**src/rtl/thumb_fetch_buffer.sv**
```systemverilog
// thumb_fetch_buffer: Thumb halfword prefetch buffer between a 32-bit instruction
// memory and the decode stage. Fetches whole words, splits them into halfwords
// tagged with their PC, and presents one halfword per cycle at the head.
// Optional feature: define FETCH_PAIR_HOLD_EN to hold back the first half of a
// 32-bit instruction until its second half is buffered.
module thumb_fetch_buffer #(
    parameter int          DEPTH    = 4,
    parameter logic [31:0] RESET_PC = 32'h0000_0000
) (
    input  logic        clk_i,
    input  logic        rst_n_i,
    output logic        imem_req_o,
    output logic [31:0] imem_addr_o,
    input  logic [31:0] imem_data_i,
    input  logic        imem_valid_i,
    input  logic        stall_i,
    input  logic        flush_i,
    input  logic [31:0] redirect_pc_i,
    output logic [15:0] instruction_o,
    output logic [31:0] instr_pc_o,
    output logic        instr_valid_o,
    output logic        is_32bit_first_o
);

    localparam int PW = (DEPTH > 1) ? $clog2(DEPTH) : 1;
    localparam int CW = $clog2(DEPTH + 1);

    logic [15:0]   hw_mem [DEPTH];
    logic [31:0]   pc_mem [DEPTH];
    logic [PW-1:0] rd_ptr;
    logic [PW-1:0] wr_ptr;
    logic [PW-1:0] wr_ptr_p1;
    logic [CW-1:0] count;
    logic [31:0]   fetch_addr;
    logic [31:0]   req_addr_q;
    logic          req_q;
    logic          skip_lo_q;
    logic          req_ok;
    logic          push;
    logic          pop;
    logic          valid_int;
    logic [CW-1:0] push_n;
    logic [CW-1:0] pop_n;

    // Halfword alignment of the redirect target is carried by bit 1 only.
    logic unused_redirect_lsb;
    assign unused_redirect_lsb = redirect_pc_i[0];

    // Circular pointer advance that also works for non power-of-two depths.
    function automatic logic [PW-1:0] ptr_add(input logic [PW-1:0] p, input int n);
        int s;
        s = int'(p) + n;
        if (s >= DEPTH) s = s - DEPTH;
        return PW'(s);
    endfunction

    // Request only when this word plus any word already in flight still fits.
    // NOTE: every variable written here gets a default first so no latch is inferred.
    always_comb begin
        req_ok = 1'b0;
        if (!flush_i && (int'(count) + (req_q ? 2 : 0) + 2 <= DEPTH)) req_ok = 1'b1;
    end

    assign imem_req_o  = req_ok & rst_n_i;
    assign imem_addr_o = fetch_addr;

    // A response is accepted only for a request issued last cycle and not flushed since.
    assign push      = imem_valid_i && req_q && !flush_i;
    assign push_n    = push ? (skip_lo_q ? CW'(1) : CW'(2)) : '0;
    assign pop       = valid_int && !stall_i && !flush_i;
    assign pop_n     = CW'(pop);
    assign wr_ptr_p1 = ptr_add(wr_ptr, 1);

    // Head entry is shown whenever the buffer holds anything; zero when empty.
    always_comb begin
        instruction_o = 16'h0000;
        instr_pc_o    = 32'h0000_0000;
        if (count != '0) begin
            instruction_o = hw_mem[rd_ptr];
            instr_pc_o    = pc_mem[rd_ptr];
        end
    end

    assign is_32bit_first_o = (instruction_o[15:13] == 3'b111) && (instruction_o[12:11] != 2'b00);

`ifdef FETCH_PAIR_HOLD_EN
    logic second_half_q;

    // Remember that the head is the trailing half of a 32-bit pair just started.
    always_ff @(posedge clk_i or negedge rst_n_i) begin
        if (!rst_n_i) begin
            second_half_q <= 1'b0;
        end else if (flush_i) begin
            second_half_q <= 1'b0;
        end else if (pop) begin
            second_half_q <= is_32bit_first_o && !second_half_q;
        end
    end

    assign valid_int = (count != '0) &&
                       !(is_32bit_first_o && !second_half_q && (count < CW'(2)));
`else
    assign valid_int = (count != '0);
`endif

    assign instr_valid_o = valid_int;

    // Control state: pointers, occupancy, fetch address and in-flight tracking.
    // NOTE: sequential state uses non-blocking assignments so all flops update together.
    always_ff @(posedge clk_i or negedge rst_n_i) begin
        if (!rst_n_i) begin
            rd_ptr     <= '0;
            wr_ptr     <= '0;
            count      <= '0;
            fetch_addr <= {RESET_PC[31:2], 2'b00};
            req_addr_q <= '0;
            req_q      <= 1'b0;
            skip_lo_q  <= RESET_PC[1];
        end else if (flush_i) begin
            rd_ptr     <= '0;
            wr_ptr     <= '0;
            count      <= '0;
            fetch_addr <= {redirect_pc_i[31:2], 2'b00};
            req_q      <= 1'b0;
            skip_lo_q  <= redirect_pc_i[1];
        end else begin
            if (pop)  rd_ptr <= ptr_add(rd_ptr, 1);
            if (push) wr_ptr <= ptr_add(wr_ptr, int'(push_n));
            count <= count + push_n - pop_n;
            req_q <= req_ok;
            if (req_ok) begin
                fetch_addr <= fetch_addr + 32'd4;
                req_addr_q <= fetch_addr;
            end
            if (push) skip_lo_q <= 1'b0;
        end
    end

    // Write one or two halfwords of an accepted response into the ring.
    // NOTE: the storage array is not reset; count gates every read, so stale entries never show.
    always_ff @(posedge clk_i) begin
        if (push) begin
            if (skip_lo_q) begin
                hw_mem[wr_ptr] <= imem_data_i[31:16];
                pc_mem[wr_ptr] <= req_addr_q + 32'd2;
            end else begin
                hw_mem[wr_ptr]    <= imem_data_i[15:0];
                pc_mem[wr_ptr]    <= req_addr_q;
                hw_mem[wr_ptr_p1] <= imem_data_i[31:16];
                pc_mem[wr_ptr_p1] <= req_addr_q + 32'd2;
            end
        end
    end

    // A push that would overrun the ring means the request throttle is broken.
    always @(posedge clk_i) begin
        if (rst_n_i && push) begin
            assert (int'(count) - int'(pop_n) + int'(push_n) <= DEPTH);
        end
    end

endmodule
```
**config.mk**
```make
export PLATFORM = sky130hd
export DESIGN_NAME = thumb_fetch_buffer
export DESIGN_NICKNAME = d
export VERILOG_FILES = /design/src/rtl/thumb_fetch_buffer.sv
export SDC_FILE = /design/constraint.sdc
export NUM_CORES = 1
export LEC_CHECK = 0
export CAP_MARGIN = 20
export CORE_AREA = 3 3 109 189
export CTS_BUF_LIST = sky130_fd_sc_hd__clkbuf_8
export CTS_CLUSTER_DIAMETER = 50
export CTS_CLUSTER_SIZE = 25
export DETAILED_ROUTE_END_ITERATION = 16
export DIE_AREA = 0 0 112 192
export GPL_TIMING_DRIVEN = 1
export PLACE_DENSITY = 0.87
export SLEW_MARGIN = 20
export SYNTH_ARGS = -nofsm -noshare
export SYNTH_HDL_FRONTEND = slang
export SYNTH_SLANG_ARGS = --single-unit
```
**constraint.sdc**
```tcl
create_clock -name clk_i -period 15.2 [get_ports clk_i]
set_input_delay 3.04 -clock clk_i [delete_from_list [all_inputs] [get_ports clk_i]]
set_output_delay 3.04 -clock clk_i [all_outputs]
set_load 0.02 [all_outputs]
```
==> flow_summary_export.csv, run 1 <==
group,metric,value,unit
layout,syn2layout_area_growth,13.61,%
clocking,clockBufferDepth,3,
setup_path,critPathMaxStageDelay,0.85,ns
worst_hold_path,min_path_cells,0,
logic_synthesis,yosysWarnings,0,
clocking,cts_tree,"done",
setup_path,path_max_fanout,42,
global_routing,grtUsageMet3,2.995,%
setup_path,end_kind,"primary output",
routing,via_count,6779,
routing,totalWireLength,25.28,mm
setup_path,path_buf_inv,3,
clocking,clkTransAtPathRegs,0.14,ns
setup_path,crit_chain,"clkdlybuf4s50_1, buf_4, nor2_4, and2_1, clkdlybuf4s50_1",
global_routing,grt_pass1_wl,39.09,mm
clocking,htreeDepth,1,
floorplan,initial_core_util,61.73,%
logic_synthesis,synth_cell_types,54,
global_routing,grt_start_max_net_pins,71,
layout,nNetsFinal,916,
status,outcome,"complete, no violations",
clocking,cts_resized,0,
timing,setup_viol,0,
layout,final_area,13460,µm²
setup_path,critPathLaunchType,"input pin",
timing,hold_viol_final,0,
place,place_area,13120,µm²
logic_synthesis,synthArstFlopShare,26.85,%
floorplan,die_w,112,µm
pwr,power_frac_seq,49.9,%
timing,tns,0,ns
timing,period_share,55.64,%
worst_hold_path,min_path_type,"flop to flop",
timing,drv_slew,0,
logic_synthesis,synthesis.area,11850,µm²
layout,drive_gt1_share,21.93,%
setup_path,reg2reg_depth,8,
routing,final_antenna_net_count,0,
setup_path,path_common_cell,"clkdlybuf4s50_1",
global_routing,grtUsageMet1,27.16,%
global_routing,antenna_found_initial,0,
logic_synthesis,synth_ff_type,"edfxtp_1",
floorplan,row_count,67,
timing,rsz0062_at_grt,"no",
pwr,power.density,145.8,nW/µm²
timing,relSlewSlack,31.46,%
routing,drc,0,
floorplan,ios,152,
pwr,p_sw,0.0006330,W
global_routing,grt_pass1_vias,7169,
routing,drt_iter0_markers,401,
clocking,clock_latency,0.53,ns
logic_synthesis,syn_inst,814,
logic_synthesis,synth.most_common_cell,"edfxtp_1",
place,port-buffer-count,147,
pwr,leakage,4.492,nW
clocking,post-cts-setup-buffers,0,
floorplan,die_h,192,µm
timing,worst_pin_slew,1.026,ns
setup_path,path_delay_family,"buffers and inverters",
pwr,power_frac_comb,33.4,%
timing,finClkSkew,0.02341,ns
pwr,clockPowerShare,16.7,%
timing,max_freq,0.1182,GHz
setup_path,crit_arrival,5.42,ns
floorplan,dieArea,21500,µm²
global_routing,busiest_layer,"met2",
clocking,root_buffer,"clkbuf_8",
layout,nFillCells,1256,
flow_run,drv_cap,0,
floorplan,coreArea,19200,µm²
setup_path,crit_type,"input pin to primary output",
global_routing,use_met2,44.22,%
setup_path,required,12.16,ns
timing,fin_crit,8.457,ns
routing,routed_via_density,6.225,
clocking,cts_buffers,14,
global_routing,track_usage,23.35,%
clocking,cts_sinks,257,
clocking,holdBufCountCts,0,
worst_hold_path,holdPathEnd,"pc_mem[3][13]$_DFFE_PP_",
pwr,vdd_drop_max,0.0001243,V
logic_synthesis,postSynthAreaPerCell,14.56,µm²
place,place_congestion,0.8268,
pwr,switching_share,32.25,%
global_routing,grt-ovfl-total,0,
logic_synthesis,ys_ff_latch,257,
layout,diodes,0,
place,dp_hpwl,16.56,mm
setup_path,r2r_start,"count[1]$_DFF_PN0_",
logic_synthesis,yosysTopAreaCell,"edfxtp_1",
logic_synthesis,ys_seq_area_share,62.21,%
pwr,p_int,0.001330,W
logic_synthesis,synth_top_area_share,47.64,%
routing,firstDrtPassIters,5,
setup_path,ff2ff_setup_slack,11.85,ns
setup_path,r2r-end,"req_addr_q[19]$_DFFE_PN0P_",
logic_synthesis,yosys-top-cells-count,"edfxtp_1 (188), clkbuf_1 (122), mux2_2 (89)",
logic_synthesis,netlist_top_cells_area,"edfxtp_1 (48%), dfrtp_1 (15%), mux4_2 (8.9%)",
logic_synthesis,synth-edff-count,188,
setup_path,cp_slowest_cell,"nor2_4",
worst_hold_path,hold_path.startpoint,"req_addr_q[13]$_DFFE_PN0P_",
routing,wl_per_cell,23.22,µm
-- kinds of logic (layout without fill, tap and decap cells) --
group | Yosys count | count (layout) | share of synthesized area (%)
other cells | 1 | 3 | 0.03165
buf+inv | 163 | 195 | 5.712
xor+xnor | 12 | 12 | 0.8870
fa+ha+maj | 7 | 7 | 0.8024
flops | 257 | 257 | 62.21
simple gates | 159 | 159 | 7.898
mux | 142 | 142 | 17.95
compound gates | 73 | 73 | 4.509
-- sequential cells by signal (all words and copies together), names as in the netlist --
name and cells:
count 3, imem_addr_o 30, req_addr_q 30, skip_lo_q 1, wr_ptr 2, rd_ptr 2, hw_mem 64, req_q 1
pc_mem 124
-- routing by layer --
metal / share of wire (%) / vias to the layer above
met5: 0 / -
met4: 3.1 / 0
met3: 5.2 / 47
met2: 56 / 256
met1: 36 / 3469
li1: - / 3007
-- power groups by stage --
stage / Clock, W / Combinational [W] / Sequential, W
floorplan: 0 / 0.000490 / 0.000974
global placement: 0 / 0.000622 / 0.000995
detailed placement: 0 / 0.000642 / 0.00101
CTS: 0.000334 / 0.000644 / 0.000994
global route: 0.000356 / 0.000699 / 0.000991
finish: 0.000329 / 0.000656 / 0.000979
-- how the worst max path moves through the flow --
stage,from,endpoint,slack (ns),depth (start not counted)
after floorplan,imem_valid_i,hw_mem[1][0]$_DFFE_PP_,3.92,2
after global placement,flush_i,imem_req_o,6.75,5
after detailed placement,flush_i,imem_req_o,6.74,5
after CTS,flush_i,imem_req_o,6.73,5
after global routing,flush_i,imem_req_o,6.60,5
final,flush_i,imem_req_o,6.74,5
-- area by class of cell --
class,count,area (µm²),area share [%]
clock inverter,9,91.34,0.6784
sequential,257,7377,54.80
inverter,12,45.04,0.3346
timing repair buffer,159,1579,11.73
clock buffer,15,206.4,1.533
tap,241,301.5,2.240
multi-input combinational,396,3862,28.69
-- layout by cell type, fill, tap and decap left out, types with 9 or more instances in the layout --
cell type        netlist  layout
edfxtp_1             188     188
clkdlybuf4s50_1        0     146
mux2_2                89      89
dfrtp_1               69      67
nor2b_1               48      48
mux4_2                47      47
nand2_1               25      25
nor2_1                24      24
inv_1                 12      18
a31oi_1               18      18
or4_1                 16      16
o21ai_0               15      15
clkbuf_8               0      15
o31ai_1               14      14
buf_4                  8      12
nand3_1                9       9
xor2_1                 9       9
-- through the flow --
step / cells / util, % / hold slack [ns] / setup WS [ns] / total power [W]
CTS: 1088 / 69.88 / 0.5161 / 6.733 / 0.001973
global route: 1089 / 70.13 / 0.5439 / 6.599 / 0.002047
floorplan: 816 / - / 0.4724 / 3.923 / 0.001464
global placement: 1064 / 68.32 / 0.4810 / 6.751 / 0.001618
finish: 1089 / 70.13 / 0.5263 / 6.743 / 0.001963
detailed placement: 1064 / 68.32 / 0.4974 / 6.744 / 0.001652
Note: power is estimated with default switching activity, not from simulation.
==> run 2: changes to the inputs <==
--- a/config.mk
+++ b/config.mk
@@ -6,14 +6,14 @@
 export NUM_CORES = 1
 export LEC_CHECK = 0
 export CAP_MARGIN = 20
-export CORE_AREA = 3 3 109 189
+export CORE_AREA = 3 3 119 206
 export CTS_BUF_LIST = sky130_fd_sc_hd__clkbuf_8
 export CTS_CLUSTER_DIAMETER = 50
 export CTS_CLUSTER_SIZE = 25
 export DETAILED_ROUTE_END_ITERATION = 16
-export DIE_AREA = 0 0 112 192
+export DIE_AREA = 0 0 122 209
 export GPL_TIMING_DRIVEN = 1
-export PLACE_DENSITY = 0.87
+export PLACE_DENSITY = 0.78
 export SLEW_MARGIN = 20
 export SYNTH_ARGS = -nofsm -noshare
 export SYNTH_HDL_FRONTEND = slang
==> constraint.sdc (replaced) <==
create_clock -name clk_i -period 7.4 [get_ports clk_i]
set_input_delay 1.48 -clock clk_i [delete_from_list [all_inputs] [get_ports clk_i]]
set_output_delay 1.48 -clock clk_i [all_outputs]
set_load 0.02 [all_outputs]
==> flow_summary_export.csv, run 2 (synthesis results as in run 1) <==
group,metric,value,unit
clocking,clkTransAtPathRegs,0.14,ns
timing,period_share,62.33,%
timing,relSlewSlack,24.09,%
timing,layout_setup_ws,2.788,ns
global_routing,grt_start_max_net_pins,62,
clocking,cts_sinks,257,
timing,setup_viol,0,
pwr,leakage,4.481,nW
worst_hold_path,min_path_type,"flop to flop",
clocking,htreeDepth,1,
layout,diodes,0,
place,placedCellCount,1126,
pwr,power_frac_seq,50.3,%
pwr,switching_share,33.05,%
layout,layout_common_cells,"edfxtp_1 (188), clkdlybuf4s50_1 (146), mux2_2 (89)",
routing,via_count,6693,
layout,register_area,7377,µm²
floorplan,die_h,209,µm
routing,final_antenna_net_count,0,
layout,final_common_cell,"edfxtp_1",
setup_path,path_max_fanout,35,
setup_path,required,5.92,ns
timing,fin_crit,4.612,ns
clocking,holdBufCountCts,0,
place,place_congestion,0.7546,
routing,wl_per_cell,21.96,µm
setup_path,end_kind,"primary output",
place,dpl_worst_slack,2.811,ns
setup_path,critPathLaunchType,"flop",
timing,hold_ws,0.5107,ns
timing,rsz0062_at_grt,"no",
place,port-buffer-count,147,
timing,worst_pin_slew,1.139,ns
layout,fin_cells,1153,
clocking,post-cts-setup-buffers,0,
timing,finClkSkew,0.04129,ns
place,dp_hpwl,16.25,mm
global_routing,antenna_found_initial,0,
layout,largest_reg_flops,124,
setup_path,crit_arrival,3.13,ns
global_routing,track_usage,19.91,%
status,outcome,"complete, no violations",
layout,multiInputGateArea,3849,µm²
global_routing,grt_pass1_vias,6913,
clocking,clock_latency,0.54,ns
pwr,clockPowerShare,16.1,%
global_routing,grt_pass1_wl,38.87,mm
timing,drv_slew,0,
layout,nNetsFinal,920,
clocking,root_buffer,"clkbuf_8",
timing,max_freq,0.2168,GHz
pwr,p_sw,0.001324,W
floorplan,dieArea,25500,µm²
timing,hold_viol_final,0,
flow_run,drv_cap,0,
layout,syn2layout_area_growth,14.12,%
clocking,cts_tree,"done",
global_routing,grt-ovfl-total,0,
clocking,cts_resized,0,
pwr,p_int,0.002682,W
layout,regMostFlops,"pc_mem",
routing,routed_via_density,5.805,
floorplan,initial_core_util,51.69,%
pwr,power.density,296.2,nW/µm²
floorplan,die_w,122,µm
layout,nFillCells,1731,
routing,firstDrtPassIters,5,
routing,drc,0,
pwr,power_frac_comb,33.6,%
layout,drive_gt1_share,22.51,%
floorplan,coreArea,22930,µm²
routing,drt_iter0_markers,404,
pwr,vdd_drop_max,0.0002840,V
clocking,clockBufferDepth,3,
setup_path,crit_type,"flop to primary output",
routing,totalWireLength,25.32,mm
layout,reg.largest.list,"pc_mem: 124 flops, hw_mem: 64 flops",
floorplan,ios,152,
clocking,cts_buffers,15,
floorplan,row_count,73,
run 2: changes by cell type in the layout (fill, tap and decap cells not counted), sizes merged:
| cell | previous run | this run |
|---|---|---|
| buf | 13 | 16 |
| inv | 18 | 19 |
| clkinvlp | 0 | 2 |
| bufinv | 2 | 0 |
| clkinv | 1 | 2 |
run 2: layout make-up:
cell class / instances / area share (%)
Clock buffer: 15 / 1.527
Multi-Input combinational cell: 396 / 28.46
Tap cell: 300 / 2.776
Sequential cell: 257 / 54.55
Timing Repair Buffer: 162 / 11.79
Inverter: 12 / 0.3331
Clock inverter: 11 / 0.5644
run 2: path summary, 6_finish.rpt:
| path | slack (ns) | startpoint | endpoint | cells after the start |
|---|---|---|---|---|
| worst max-delay path | 2.79 | rd_ptr[1]$_DFFE_PN0P_ | is_32bit_first_o | 5 |
| worst min register to register | 0.51 | req_addr_q[9]$_DFFE_PN0P_ | pc_mem[1][9]$_DFFE_PP_ | 0 |
| max in group asynchronous | 5.50 | rst_n_i | rd_ptr[0]$_DFFE_PN0P_ | 2 |
| worst max register to register | 4.65 | wr_ptr[0]$_DFFE_PN0P_ | hw_mem[2][12]$_DFFE_PP_ | 5 |
| worst min-delay path | 0.51 | req_addr_q[9]$_DFFE_PN0P_ | pc_mem[1][9]$_DFFE_PP_ | 0 |
| min in group asynchronous | 0.77 | rst_n_i | req_addr_q[6]$_DFFE_PN0P_ | 1 |
run 2: worst max-delay path: stages (launching register included):
cell	delay (ns)
dfrtp_2	0.60
buf_4	0.54
mux4_2	0.40
nor2b_1	0.17
o2111a_1	0.32
clkdlybuf4s50_1	0.55
run 2: power groups by stage:
stage               Clock, W  Sequential [W]  Combinational [W]
global placement           0         0.00206            0.00131
global route        0.000708         0.00205            0.00144
CTS                 0.000666         0.00204            0.00134
detailed placement         0         0.00208            0.00133
floorplan                  0         0.00200            0.00101
finish              0.000645         0.00202            0.00135
run 2: stage by stage:
stage | power [W] | instance area [µm²] | setup TNS, ns | utilization [%]
5_1_grt | 0.004199 | 13520 | 0 | 58.99
2_1_floorplan | 0.003007 | 11860 | -217.82 | -
4_1_cts | 0.004046 | 13500 | 0 | 58.90
3_3_place_gp | 0.003367 | 13210 | 0 | 57.63
6_report | 0.004006 | 13520 | 0 | 58.99
3_5_place_dp | 0.003407 | 13220 | 0 | 57.67
run 2: layer usage:
metal	vias to the layer above	part of all wire, %	track usage [%]
li1	3029	-	-
met1	3411	36	22.78
met2	214	56	37.64
met3	39	4.9	2.518
met4	0	2.7	6.731
met5	-	0	0
